==> config.mk <==
export PLATFORM = sky130hd
export DESIGN_NAME = cam_init_sequencer
export DESIGN_NICKNAME = d
export VERILOG_FILES = /design/src/rtl/cam_init_pkg.sv /design/src/rtl/ms_delay_timer.sv /design/src/rtl/cam_init_sequencer.sv
export SDC_FILE = /design/constraint.sdc
export NUM_CORES = 1
export LEC_CHECK = 0
export BUFFER_PORTS_ARGS = -buffer_cell sky130_fd_sc_hd__buf_2
export CORE_ASPECT_RATIO = 1.25
export CORE_MARGIN = 2
export CORE_UTILIZATION = 55
export DETAILED_ROUTE_END_ITERATION = 10
export HOLD_SLACK_MARGIN = 0.15
export PLACE_DENSITY = 0.84
export SLEW_MARGIN = 10
export SYNTH_ARGS = -nofsm -noshare
export SYNTH_HDL_FRONTEND = slang
export SYNTH_SLANG_ARGS = --single-unit
export TNS_END_PERCENT = 20
==> constraint.sdc <==
create_clock -name clk_in -period 6.1 [get_ports clk_in]
set_input_delay 0 -clock clk_in [delete_from_list [all_inputs] [get_ports clk_in]]
set_output_delay 0 -clock clk_in [all_outputs]
set_load 0.05 [all_outputs]
==> src/rtl/cam_init_pkg.sv <==
// Shared types and constants for the OV5640 init-table sequencer.
// Entry layout in the table BRAM: {reg_addr[15:0], data[7:0]}.
package cam_init_pkg;

  typedef struct packed {
    logic [15:0] reg_addr;
    logic [7:0]  data;
  } init_entry_t;

  localparam logic [23:0] END_ENTRY = 24'h000000;
  localparam logic [15:0] DELAY_REG = 16'hFFFF;

  typedef enum logic [2:0] {
    S_IDLE,
    S_FETCH,
    S_WAIT_RD,
    S_DECODE,
    S_ISSUE,
    S_WAIT_RSP,
    S_DELAY,
    S_DONE
  } seq_state_t;

  typedef enum logic [1:0] {
    ENT_WRITE,
    ENT_DELAY,
    ENT_END
  } entry_kind_t;

  function automatic entry_kind_t classify(input init_entry_t e);
    if (e == init_entry_t'(END_ENTRY)) return ENT_END;
    if (e.reg_addr == DELAY_REG)       return ENT_DELAY;
    return ENT_WRITE;
  endfunction

endpackage

==> src/rtl/ms_delay_timer.sv <==
// Millisecond delay timer: load a ms count, expire pulses in the last cycle of
// ms*CYCLES_PER_MS cycles. Counter is sized so 255 ms never overflows.
module ms_delay_timer
  import cam_init_pkg::*;
#(
  parameter int CYCLES_PER_MS = 100_000
) (
  input  logic       clk_in,
  input  logic       rst_in,
  input  logic       load,
  input  logic [7:0] ms,
  output logic       expire
);

  localparam int CNT_W = $clog2(255 * CYCLES_PER_MS + 1);

  logic [CNT_W-1:0] cnt;

  // NOTE: state registers use non-blocking assignments so every flop samples
  // pre-edge values regardless of process ordering.
  always_ff @(posedge clk_in or negedge rst_in) begin
    if (!rst_in) begin
      cnt <= '0;
    end else if (load) begin
      cnt <= CNT_W'(ms) * CNT_W'(CYCLES_PER_MS);
    end else if (cnt != '0) begin
      cnt <= cnt - CNT_W'(1);
    end
  end

  assign expire = (cnt == CNT_W'(1));

endmodule

==> src/rtl/cam_init_sequencer.sv <==
// Walks the camera init table and issues one SCCB register write per entry.
// Optional feature macro: CAM_INIT_RETRY_EN (reissue NACKed entries up to MAX_RETRIES).
module cam_init_sequencer
  import cam_init_pkg::*;
#(
  parameter int ADDR_W        = 9,
  parameter int CYCLES_PER_MS = 100_000
`ifdef CAM_INIT_RETRY_EN
  , parameter int MAX_RETRIES = 3
`endif
) (
  input  logic              clk_in,
  input  logic              rst_in,
  input  logic              start_valid,
  output logic              start_ready,
  output logic [ADDR_W-1:0] bram_addr,
  input  logic [23:0]       bram_dout,
  output logic              wr_valid,
  input  logic              wr_ready,
  output logic [15:0]       wr_reg_addr,
  output logic [7:0]        wr_data,
  input  logic              rsp_valid,
  input  logic              rsp_nack,
  output logic              busy,
  output logic              done,
  output logic              error,
  output logic [ADDR_W-1:0] err_index
);

  localparam logic [ADDR_W-1:0] LAST_IDX = '1;

  seq_state_t        state;
  logic [ADDR_W-1:0] idx;
  init_entry_t       entry;
  entry_kind_t       kind;
  logic              timer_load;
  logic              timer_expire;
  logic              advance;
  logic              retry_ok;

  assign entry       = init_entry_t'(bram_dout);
  assign kind        = classify(entry);
  assign start_ready = (state == S_IDLE);
  assign timer_load  = (state == S_DECODE) && (kind == ENT_DELAY);

  ms_delay_timer #(.CYCLES_PER_MS(CYCLES_PER_MS)) u_timer (
    .clk_in (clk_in),
    .rst_in (rst_in),
    .load   (timer_load),
    .ms     (entry.data),
    .expire (timer_expire)
  );

`ifdef CAM_INIT_RETRY_EN
  localparam int RETRY_W = $clog2(MAX_RETRIES + 2);

  logic [RETRY_W-1:0] retry_cnt;

  always_ff @(posedge clk_in or negedge rst_in) begin
    if (!rst_in) begin
      retry_cnt <= '0;
    end else if (state == S_DECODE) begin
      retry_cnt <= '0;
    end else if (state == S_WAIT_RSP && rsp_valid && rsp_nack && retry_ok) begin
      retry_cnt <= retry_cnt + RETRY_W'(1);
    end
  end

  assign retry_ok = (retry_cnt < RETRY_W'(MAX_RETRIES));
`else
  assign retry_ok = 1'b0;
`endif

  // Entry finished successfully: ACKed write, zero delay, or expired delay.
  // NOTE: every always_comb output gets a default first, so no path leaves it
  // unassigned and no latch is inferred.
  always_comb begin
    advance = 1'b0;
    case (state)
      S_WAIT_RSP: advance = rsp_valid && !rsp_nack;
      S_DECODE:   advance = (kind == ENT_DELAY) && (entry.data == 8'd0);
      S_DELAY:    advance = timer_expire;
      default:    advance = 1'b0;
    endcase
  end

  always_ff @(posedge clk_in or negedge rst_in) begin
    if (!rst_in) begin
      state       <= S_IDLE;
      idx         <= '0;
      bram_addr   <= '0;
      wr_valid    <= 1'b0;
      wr_reg_addr <= '0;
      wr_data     <= '0;
      busy        <= 1'b0;
      done        <= 1'b0;
      error       <= 1'b0;
      err_index   <= '0;
    end else begin
      done <= 1'b0;
      if (advance) begin
        // The last table slot ends the run like END; the index never wraps.
        if (idx == LAST_IDX) begin
          state <= S_DONE;
          done  <= 1'b1;
        end else begin
          idx       <= idx + ADDR_W'(1);
          bram_addr <= idx + ADDR_W'(1);
          state     <= S_FETCH;
        end
      end else begin
        case (state)
          S_IDLE: begin
            if (start_valid) begin
              idx       <= '0;
              bram_addr <= '0;
              busy      <= 1'b1;
              error     <= 1'b0;
              state     <= S_FETCH;
            end
          end
          S_FETCH:   state <= S_WAIT_RD;
          S_WAIT_RD: state <= S_DECODE;
          S_DECODE: begin
            case (kind)
              ENT_END: begin
                done  <= 1'b1;
                state <= S_DONE;
              end
              ENT_DELAY: state <= S_DELAY;
              default: begin
                wr_reg_addr <= entry.reg_addr;
                wr_data     <= entry.data;
                wr_valid    <= 1'b1;
                state       <= S_ISSUE;
              end
            endcase
          end
          S_ISSUE: begin
            if (wr_ready) begin
              wr_valid <= 1'b0;
              state    <= S_WAIT_RSP;
            end
          end
          S_WAIT_RSP: begin
            // An ACK is taken by the advance path, so a response here is a NACK.
            if (rsp_valid) begin
              if (retry_ok) begin
                wr_valid <= 1'b1;
                state    <= S_ISSUE;
              end else begin
                error     <= 1'b1;
                err_index <= idx;
                busy      <= 1'b0;
                state     <= S_IDLE;
              end
            end
          end
          S_DELAY: state <= S_DELAY;
          S_DONE: begin
            busy  <= 1'b0;
            state <= S_IDLE;
          end
          default: state <= S_IDLE;
        endcase
      end
    end
  end

endmodule
**Yosys cells after proc, flatten, opt, wreduce, memory -nomap -nowiden**

Index checks and enable logic that the tools add are counted.

- Add/sub/neg operators: 2
- Multiply operators: 1
- Equal/unequal tests: 20
- Multiplexer cells: 34
- Bitwise operators: 2
- Reduce and logical (&&, ||, !) cells: 22

Operator list:

| kind | count |
|---|---|
| $mux 25 | 2 |
| $mux 9 | 4 |
| $eq 25x1->1 const B | 1 |
| $reduce_bool 25->1 | 1 |
| $sub 25x1->25 const B | 1 |
| $logic_not 24->1 | 1 |
| $pmux 3 s8 | 1 |
| $mul 8x12->20 const B | 1 |
| $eq 16x16->1 const B | 1 |
| $mux 3 | 5 |
| $mux 1 | 13 |
| $eq 3x3->1 const B | 4 |
| $reduce_and 3->1 | 4 |
| $reduce_and 4->1 | 3 |
| $ne 2x2->1 const B | 5 |
| $reduce_bool 2->1 | 5 |
| $add 9x1->9 const B | 1 |
| $eq 9x9->1 const B | 1 |
| $logic_not 8->1 | 1 |
| $mux 2 | 4 |
| $eq 3x2->1 const B | 2 |
| $ne 3x3->1 const B | 2 |
| $pmux 1 s3 | 2 |
| $pmux 1 s2 | 2 |
| other kinds (11) | 14 |

- Register bits after elaboration: 74
- Bits of input ports: 30
- Output and inout bits: 47
- Word-level logic and storage cells: 91

**Longest topological paths before layout**

Gate-level depths: netlist (run 1).

- Depth after elaboration: 10
- Gate-level depth with buffers: 13
- Depth with buffers taken out: 13

**Modules after synthesis**

Synthesis (run 1) repeated with hierarchy kept, for this count alone.

- Cells, all modules: 488
- Area total of the unflattened synthesis: 5038.6 µm²

Modules (own cells, without submodules):

| module | times used | cells an instance | area an instance (µm²) | seq. area each (µm²) |
|---|---|---|---|---|
| ms_delay_timer | 1 | 303 | 2830.2 | 625.6 |
| cam_init_sequencer | 1 | 185 | 2208.4 | 1226.2 |

**Worst setup path before layout (run 1)**

Ideal clock, no wire load.

- Path kind: input port to flip-flop
- From: input port bram_dout[3]
- To: register u_timer.cnt[22]
- Arrival: 3.232 ns
- Required time: 5.980 ns
- Slack: 2.748 ns
- Cell stages on the path: 11
- Buffers on the path: 0
- Path through: ha_1 -> fa_1 -> fa_1 -> ha_1 -> ha_1 -> a21o_1 -> a31o_2 -> o211a_1 -> o31ai_1 -> o211ai_1 -> o211a_1

- Longest elaborated chain between the ends: 6

Ends and longest elaborated chain:

| what | RTL line | text |
|---|---|---|
| start: declaration | cam_init_sequencer.sv:17 | `input logic [23:0] bram_dout,` |
| branches (longest 6 deep; another with $mul 8x12->20) | - |  |
| end signal: assignment | ms_delay_timer.sv:25 | `cnt <= CNT_W'(ms) * CNT_W'(CYCLES_PER_MS);` |
| end signal: assignment | ms_delay_timer.sv:27 | `cnt <= cnt - CNT_W'(1);` |
| end: declaration | ms_delay_timer.sv:17 | `logic [CNT_W-1:0] cnt;` |

Parallel ways; which one is timed is not known.
A chain may end at the register's enable or synchronous reset.

**Worst setup path after layout (run 1)**

Same ends and word-level chain as after synthesis.

==> impl_metrics.toml, run 1 <==
[outcome]
status = "finished, final reports clean"

[drt]
antenna_left = 0
drc = 0
top_layer_used = "met4"
vias_per_cell = 6.12
drt_wl_total_um = 13600
wl_per_cell_um = 19.1
wl_met1_um = 4870
firstDrtPassIters = 6
drt_iter0_drc = 418
vias = 4367
met2WireLength_um = 7220
wl_met3_um = 697

[power_and_ir_drop]
p_leak_uw = 0.00297
p_per_area_nw_per_um2 = 417
p_total_uw = 2560
vdd_drop_max_uv = 494

[synth]
synth_edf_count = 0
synth.avg_cell_area_um2 = 10.6
synth-main-ff-cell = "dfrtp_1"
yosysTopAreaCell = "dfrtp_1"
ys_ff_latch = 74
yosysSeqAreaShare_pct = 36.7
yosysMostFrequentCell = "dfrtp_1"
yosys.area.top_type_share_pct = 36.7
async_reset_ff_share_pct = 100
netlist_area_um2 = 5050
synth.distinct_cells = 60
synth_area_leaders = "dfrtp_1 (37%), ha_1 (15%), mux2_2 (6.9%)"
syn-num-nets = 580
yosysWarnings = 0
syn_inst = 478
yosys-top-cells-count = "dfrtp_1 (74), ha_1 (60), nand2_1 (34)"

[timing]
period_share_pct = 66.3
slew_viol_final = 0
timing.fmax_mhz = 247
setup_violations = 0
hold_viol_final = 0
relSlewSlack_pct = 22.6
clock_skew_ns = 0.0118
fin_tns_setup_ns = 0
tightest_slew_ns = 1.16
rsz0062_at_grt = "no"
fin_crit_ns = 4.04

[die]
fp.dieW_um = 89.7
placementRows = 39
initial_utilization_pct = 55.9
core_area_um2 = 9030
die_height_um = 111
io_pins = 77
dieArea_um2 = 9970

[hold_path]
hold_path_class = "in -> reg"
whs_path_depth = 3
min_from = "rsp_nack"

[finish]
nFillCells = 611
design_area_um2 = 6150
diodes = 0
drive_gt1_share_pct = 24.1
final_nets = 687
synthToLayoutAreaGrowth_pct = 21.9

[setup_path]
critPathLaunch = "bram_dout[3]"
crit_type = "in -> reg"
required_ns = 6.33
r2r-start = "u_timer.cnt[20]"
crit_top_cell = "ha_1"
crit_path_end_kind = "flip-flop"
crit_arrival_ns = 4.28
slowest_stage = "dlygate4sd3_1"
crit_chain = "dlygate4sd3_1 > buf_2 > ha_1 > fa_1 > fa_1 > ha_1 > ha_1 > a21o_1 > a31o_2 > o211a_1 > o31ai_1 > o211ai_1 > o211a_1"
reg2reg_depth = 7
critPathMaxFanout = 6
path_depth = 13
critPathBufInv = 2
start_kind = "input port"
cp_top_family = "adder cells"
max_stage_delay_ns = 0.55

[clock_tree]
htreeDepth = 3
cts_tree = "yes"
clkTransAtPathRegs_ns = 0.07
clock-root-buffer = "clkbuf_16"
ctsResizeCount = 0
clkLatencyLatePin_ns = 0.35
clock_path_buffers = 2
numCtsBuffers = 9
clock_sinks = 74

[grt]
antenna_found_initial = 0
grt_pass1_wl_um = 22300
grt_pass1_vias = 4651
grt_overflow = 0
track_usage_pct = 29.1
grt_max_degree = 75

[place]
dpl_cell_area_um2 = 5540
place_hpwl_um = 9010
gp_congestion = 0.894
port-buffer-count = 76

[job]
drv_cap = 0
worst min-delay path: stages:
cell	delay, ns
buf_2	0.10
nand2_1	0.27
nand2_1	0.14
cells in the final DEF, fill, tap and decap left out, drive strengths merged, types with 8 or more instances in the layout:
master	netlist	routed
xnor2	16	16
inv	21	23
nor3	8	8
nand2	35	35
dlygate4sd3	0	29
a21o	9	9
mux2	31	31
dfrtp	74	74
nand4	12	12
buf	4	78
o21ai	20	20
clkbuf	7	9
nor2	31	31
a21oi	16	16
xor2	16	16
nor4	11	11
o22ai	8	8
fa	12	12
ha	60	60
cell type report:
class | count | area, um2 | area share, %
clock buffers | 9 | 225 | 3.66
clock inverters | 7 | 101 | 1.65
inverters | 21 | 78.8 | 1.28
multi-input cells | 372 | 3060 | 49.7
flip-flops and latches | 74 | 1850 | 30.1
well taps | 123 | 154 | 2.50
repair buffers | 107 | 686 | 11.1
per-stage QoR:
step / util, % / setup WS (ns) / cells / hold WS [ns]
6_report: 68.2 / 2.06 / 713 / 0.186
5_1_grt: 68.2 / 1.85 / 713 / 0.266
2_1_floorplan: - / 2.75 / 478 / -0.296
3_5_place_dp: 61.3 / 2.32 / 668 / 0.270
3_3_place_gp: 61.3 / 2.42 / 668 / 0.264
4_1_cts: 68.2 / 2.08 / 713 / 0.206
path summary, 6_finish.rpt:
check | endpoint | slack, ns
min reg2reg | err_index[5] | 0.48
min in group asynchronous | wr_data[1] | 0.41
max | u_timer.cnt[22] | 2.06
min | error | 0.19
max reg2reg | state[0] | 3.40
max in group asynchronous | wr_data[7] | 5.09
report_power, final:
part	leakage [uW]	switching, uW	internal [uW]	total (uW)
clock	0.000153	234	362	596
sequential	0.000921	114	624	739
combinational	0.00190	828	401	1230
total	0.00297	1180	1390	2560
per-layer routing:
metal	GRT usage (%)	up-vias
met5	0	-
met4	17.0	0
met3	7.37	69
met2	50.0	196
met1	30.9	2135
li1	-	1967
kinds of logic (layout without fill, tap and decap cells):
family	count (synthesis)	count (layout)	share of synthesized area, %
buf+inv	32	144	2.80
xor+xnor	32	32	5.55
mux	35	35	7.71
simple gates	147	147	16.4
fa+ha+maj	72	72	19.6
compound gates	86	86	11.3
flops	74	74	36.7
sequential cells by signal, indices dropped and copies added (netlist names):
name	flops
u_timer.cnt	25
wr_reg_addr	16
err_index	9
idx	9
wr_data	8
state	3
busy	1
done	1
error	1
wr_valid	1
what timing repair did:
action                                  CTS  global route
endpoints found under the setup margin    0             0
buffers inserted                          0             0
endpoints found under the hold margin   107             0
hold buffers                             29             0
Power figures use the tool's default switching activity.
==> run 2, diff against run 1 <==
--- a/config.mk
+++ b/config.mk
@@ -8,10 +8,10 @@
 export BUFFER_PORTS_ARGS = -buffer_cell sky130_fd_sc_hd__buf_2
 export CORE_ASPECT_RATIO = 1.25
 export CORE_MARGIN = 2
-export CORE_UTILIZATION = 55
+export CORE_UTILIZATION = 52
 export DETAILED_ROUTE_END_ITERATION = 10
 export HOLD_SLACK_MARGIN = 0.15
-export PLACE_DENSITY = 0.84
+export PLACE_DENSITY = 0.83
 export SLEW_MARGIN = 10
 export SYNTH_ARGS = -nofsm -noshare
 export SYNTH_HDL_FRONTEND = slang
==> constraint.sdc (replaced) <==
create_clock -name clk_in -period 3.2 [get_ports clk_in]
set_input_delay 0 -clock clk_in [delete_from_list [all_inputs] [get_ports clk_in]]
set_output_delay 0 -clock clk_in [all_outputs]
set_load 0.05 [all_outputs]
==> run 2 against run 1 <==
Against the previous run: sequential share of layout area down 1.3 points; critical path type unchanged; combinational power up 110%; non-clock buffer count up 32; clock power up 83%.
==> impl_metrics.toml, run 2 (synthesis results as in run 1) <==
[timing]
slew_viol_final = 0
setup_violations = 0
hold_viol_final = 0
tightest_slew_ns = 0.898
timing.fmax_mhz = 325
relSlewSlack_pct = 39.6
period_share_pct = 96.1
finalWorstSetupSlack_ns = 0.126
whs_ns = 0.150
fin_crit_ns = 3.07
clock_skew_ns = 0.0115
rsz0062_at_grt = "no"
fin_tns_setup_ns = 0

[place]
dp_slack_ns = -0.260
gp_congestion = 0.946
dpl_cell_area_um2 = 5800
port-buffer-count = 76
place_hpwl_um = 9710

[setup_path]
crit_path_end_kind = "flip-flop"
r2r-start = "state[2]"
reg2reg_setup_slack_ns = 0.56
start_kind = "input port"
reg2reg_depth = 7
cp-endpoint = "u_timer.cnt[21]"
crit_type = "in -> reg"
reg2reg_to = "state[0]"
required_ns = 3.42
crit_arrival_ns = 3.29
critPathLaunch = "bram_dout[4]"
critPathMaxFanout = 4

[power_and_ir_drop]
p_per_area_nw_per_um2 = 785
p_leak_uw = 0.00313
vdd_drop_max_uv = 483

[clock_tree]
clock_sinks = 74
clock_path_buffers = 2
htreeDepth = 3
clock-root-buffer = "clkbuf_16"
clkLatencyLatePin_ns = 0.34
clkTransAtPathRegs_ns = 0.07
numCtsBuffers = 9
cts_tree = "yes"

[die]
fp.dieW_um = 92.1
initial_utilization_pct = 53.1
die_height_um = 114
dieArea_um2 = 10500
placementRows = 40
io_pins = 77
core_area_um2 = 9510

[job]
drv_cap = 0

[grt]
grt_pass1_wl_um = 23300
antenna_found_initial = 0
track_usage_pct = 28.3
grt_max_degree = 34
grt_pass1_vias = 4816
grt_overflow = 0

[drt]
drc = 0
drt_iter0_drc = 351
vias_per_cell = 6.03
wl_per_cell_um = 19.1
firstDrtPassIters = 6
vias = 4510
antenna_left = 0
drt_wl_total_um = 14300

[finish]
drive_gt1_share_pct = 28.6
diodes = 0
synthToLayoutAreaGrowth_pct = 27.6
max_flop_register = "u_timer.cnt"
final_common_cell = "buf_2"
fin_util_pct = 67.7
layout_common_cells = "buf_2 (76), dfrtp_1 (74), ha_1 (59), nand2_1 (34), buf_4 (34)"
largest_reg_flops = 25
final_nets = 719
design_area_um2 = 6440
top_regs = "u_timer.cnt x25, wr_reg_addr x16"

[hold_path]
hold_path_class = "in -> reg"

[outcome]
status = "finished, final reports clean"
run 2: per-stage QoR:
stage / power [uW] / std cells
after CTS: 4950 / 748
after detailed placement: 3820 / 703
after global routing: 5290 / 748
after global placement: 3740 / 703
after floorplan: 3110 / 478
final: 5060 / 748
run 2: final cells by class:
type / instances / area (um2)
Timing Repair Buffer: 139 / 926
Clock inverter: 5 / 77.6
Clock buffer: 11 / 243
Sequential cell: 74 / 1850
Tap cell: 126 / 158
Fill cell: 653 / 3070
Multi-Input combinational cell: 372 / 3110
Inverter: 21 / 78.8
run 2: worst min-delay path by stage:
stage / startpoint / end / slack (ns) / cells after the start
6_report: bram_dout[6] / wr_data[6] / 0.15 / 4
5_1_grt: bram_dout[6] / wr_data[6] / 0.18 / 4
4_1_cts: bram_dout[6] / wr_data[6] / 0.16 / 4
3_5_place_dp: rst_in / idx[3] / -0.07 / 1
3_3_place_gp: rst_in / busy / -0.07 / 1
2_1_floorplan: rst_in / busy / -0.30 / 0
run 2: where the power goes:
group          switching [uW]  total [uW]  internal (uW)  leakage, uW
Sequential                217        1410           1190     0.000921
Combinational            1650        2560            911      0.00205
Clock                     391        1090            701     0.000156
run 2: metal layers:
layer / global-route usage, % / wire (um)
met4: 14.7 / 653
met2: 53.8 / 7880
met1: 29.9 / 5130
met3: 4.41 / 659
met5: 0 / 0
run 2: worst max-delay path, cell delays in order:
cell and delay, ns:
buf_2 0.13, ha_1 0.29, ha_1 0.28, inv_1 0.05, fa_1 0.51, inv_1 0.06
fa_1 0.48, ha_4 0.30, nor2b_1 0.24, o2111ai_1 0.17, nand2_1 0.15, a311oi_2 0.12
o2111a_1 0.26, a211o_1 0.26
run 2: what timing repair did:
| item | CTS | global route |
|---|---|---|
| endpoints found under the setup margin | 0 | 7 |
| endpoints found under the hold margin | 103 | 0 |
| hold buffers | 29 | 0 |
| gates resized for setup | 0 | 6 |
| buffers inserted | 0 | 0 |
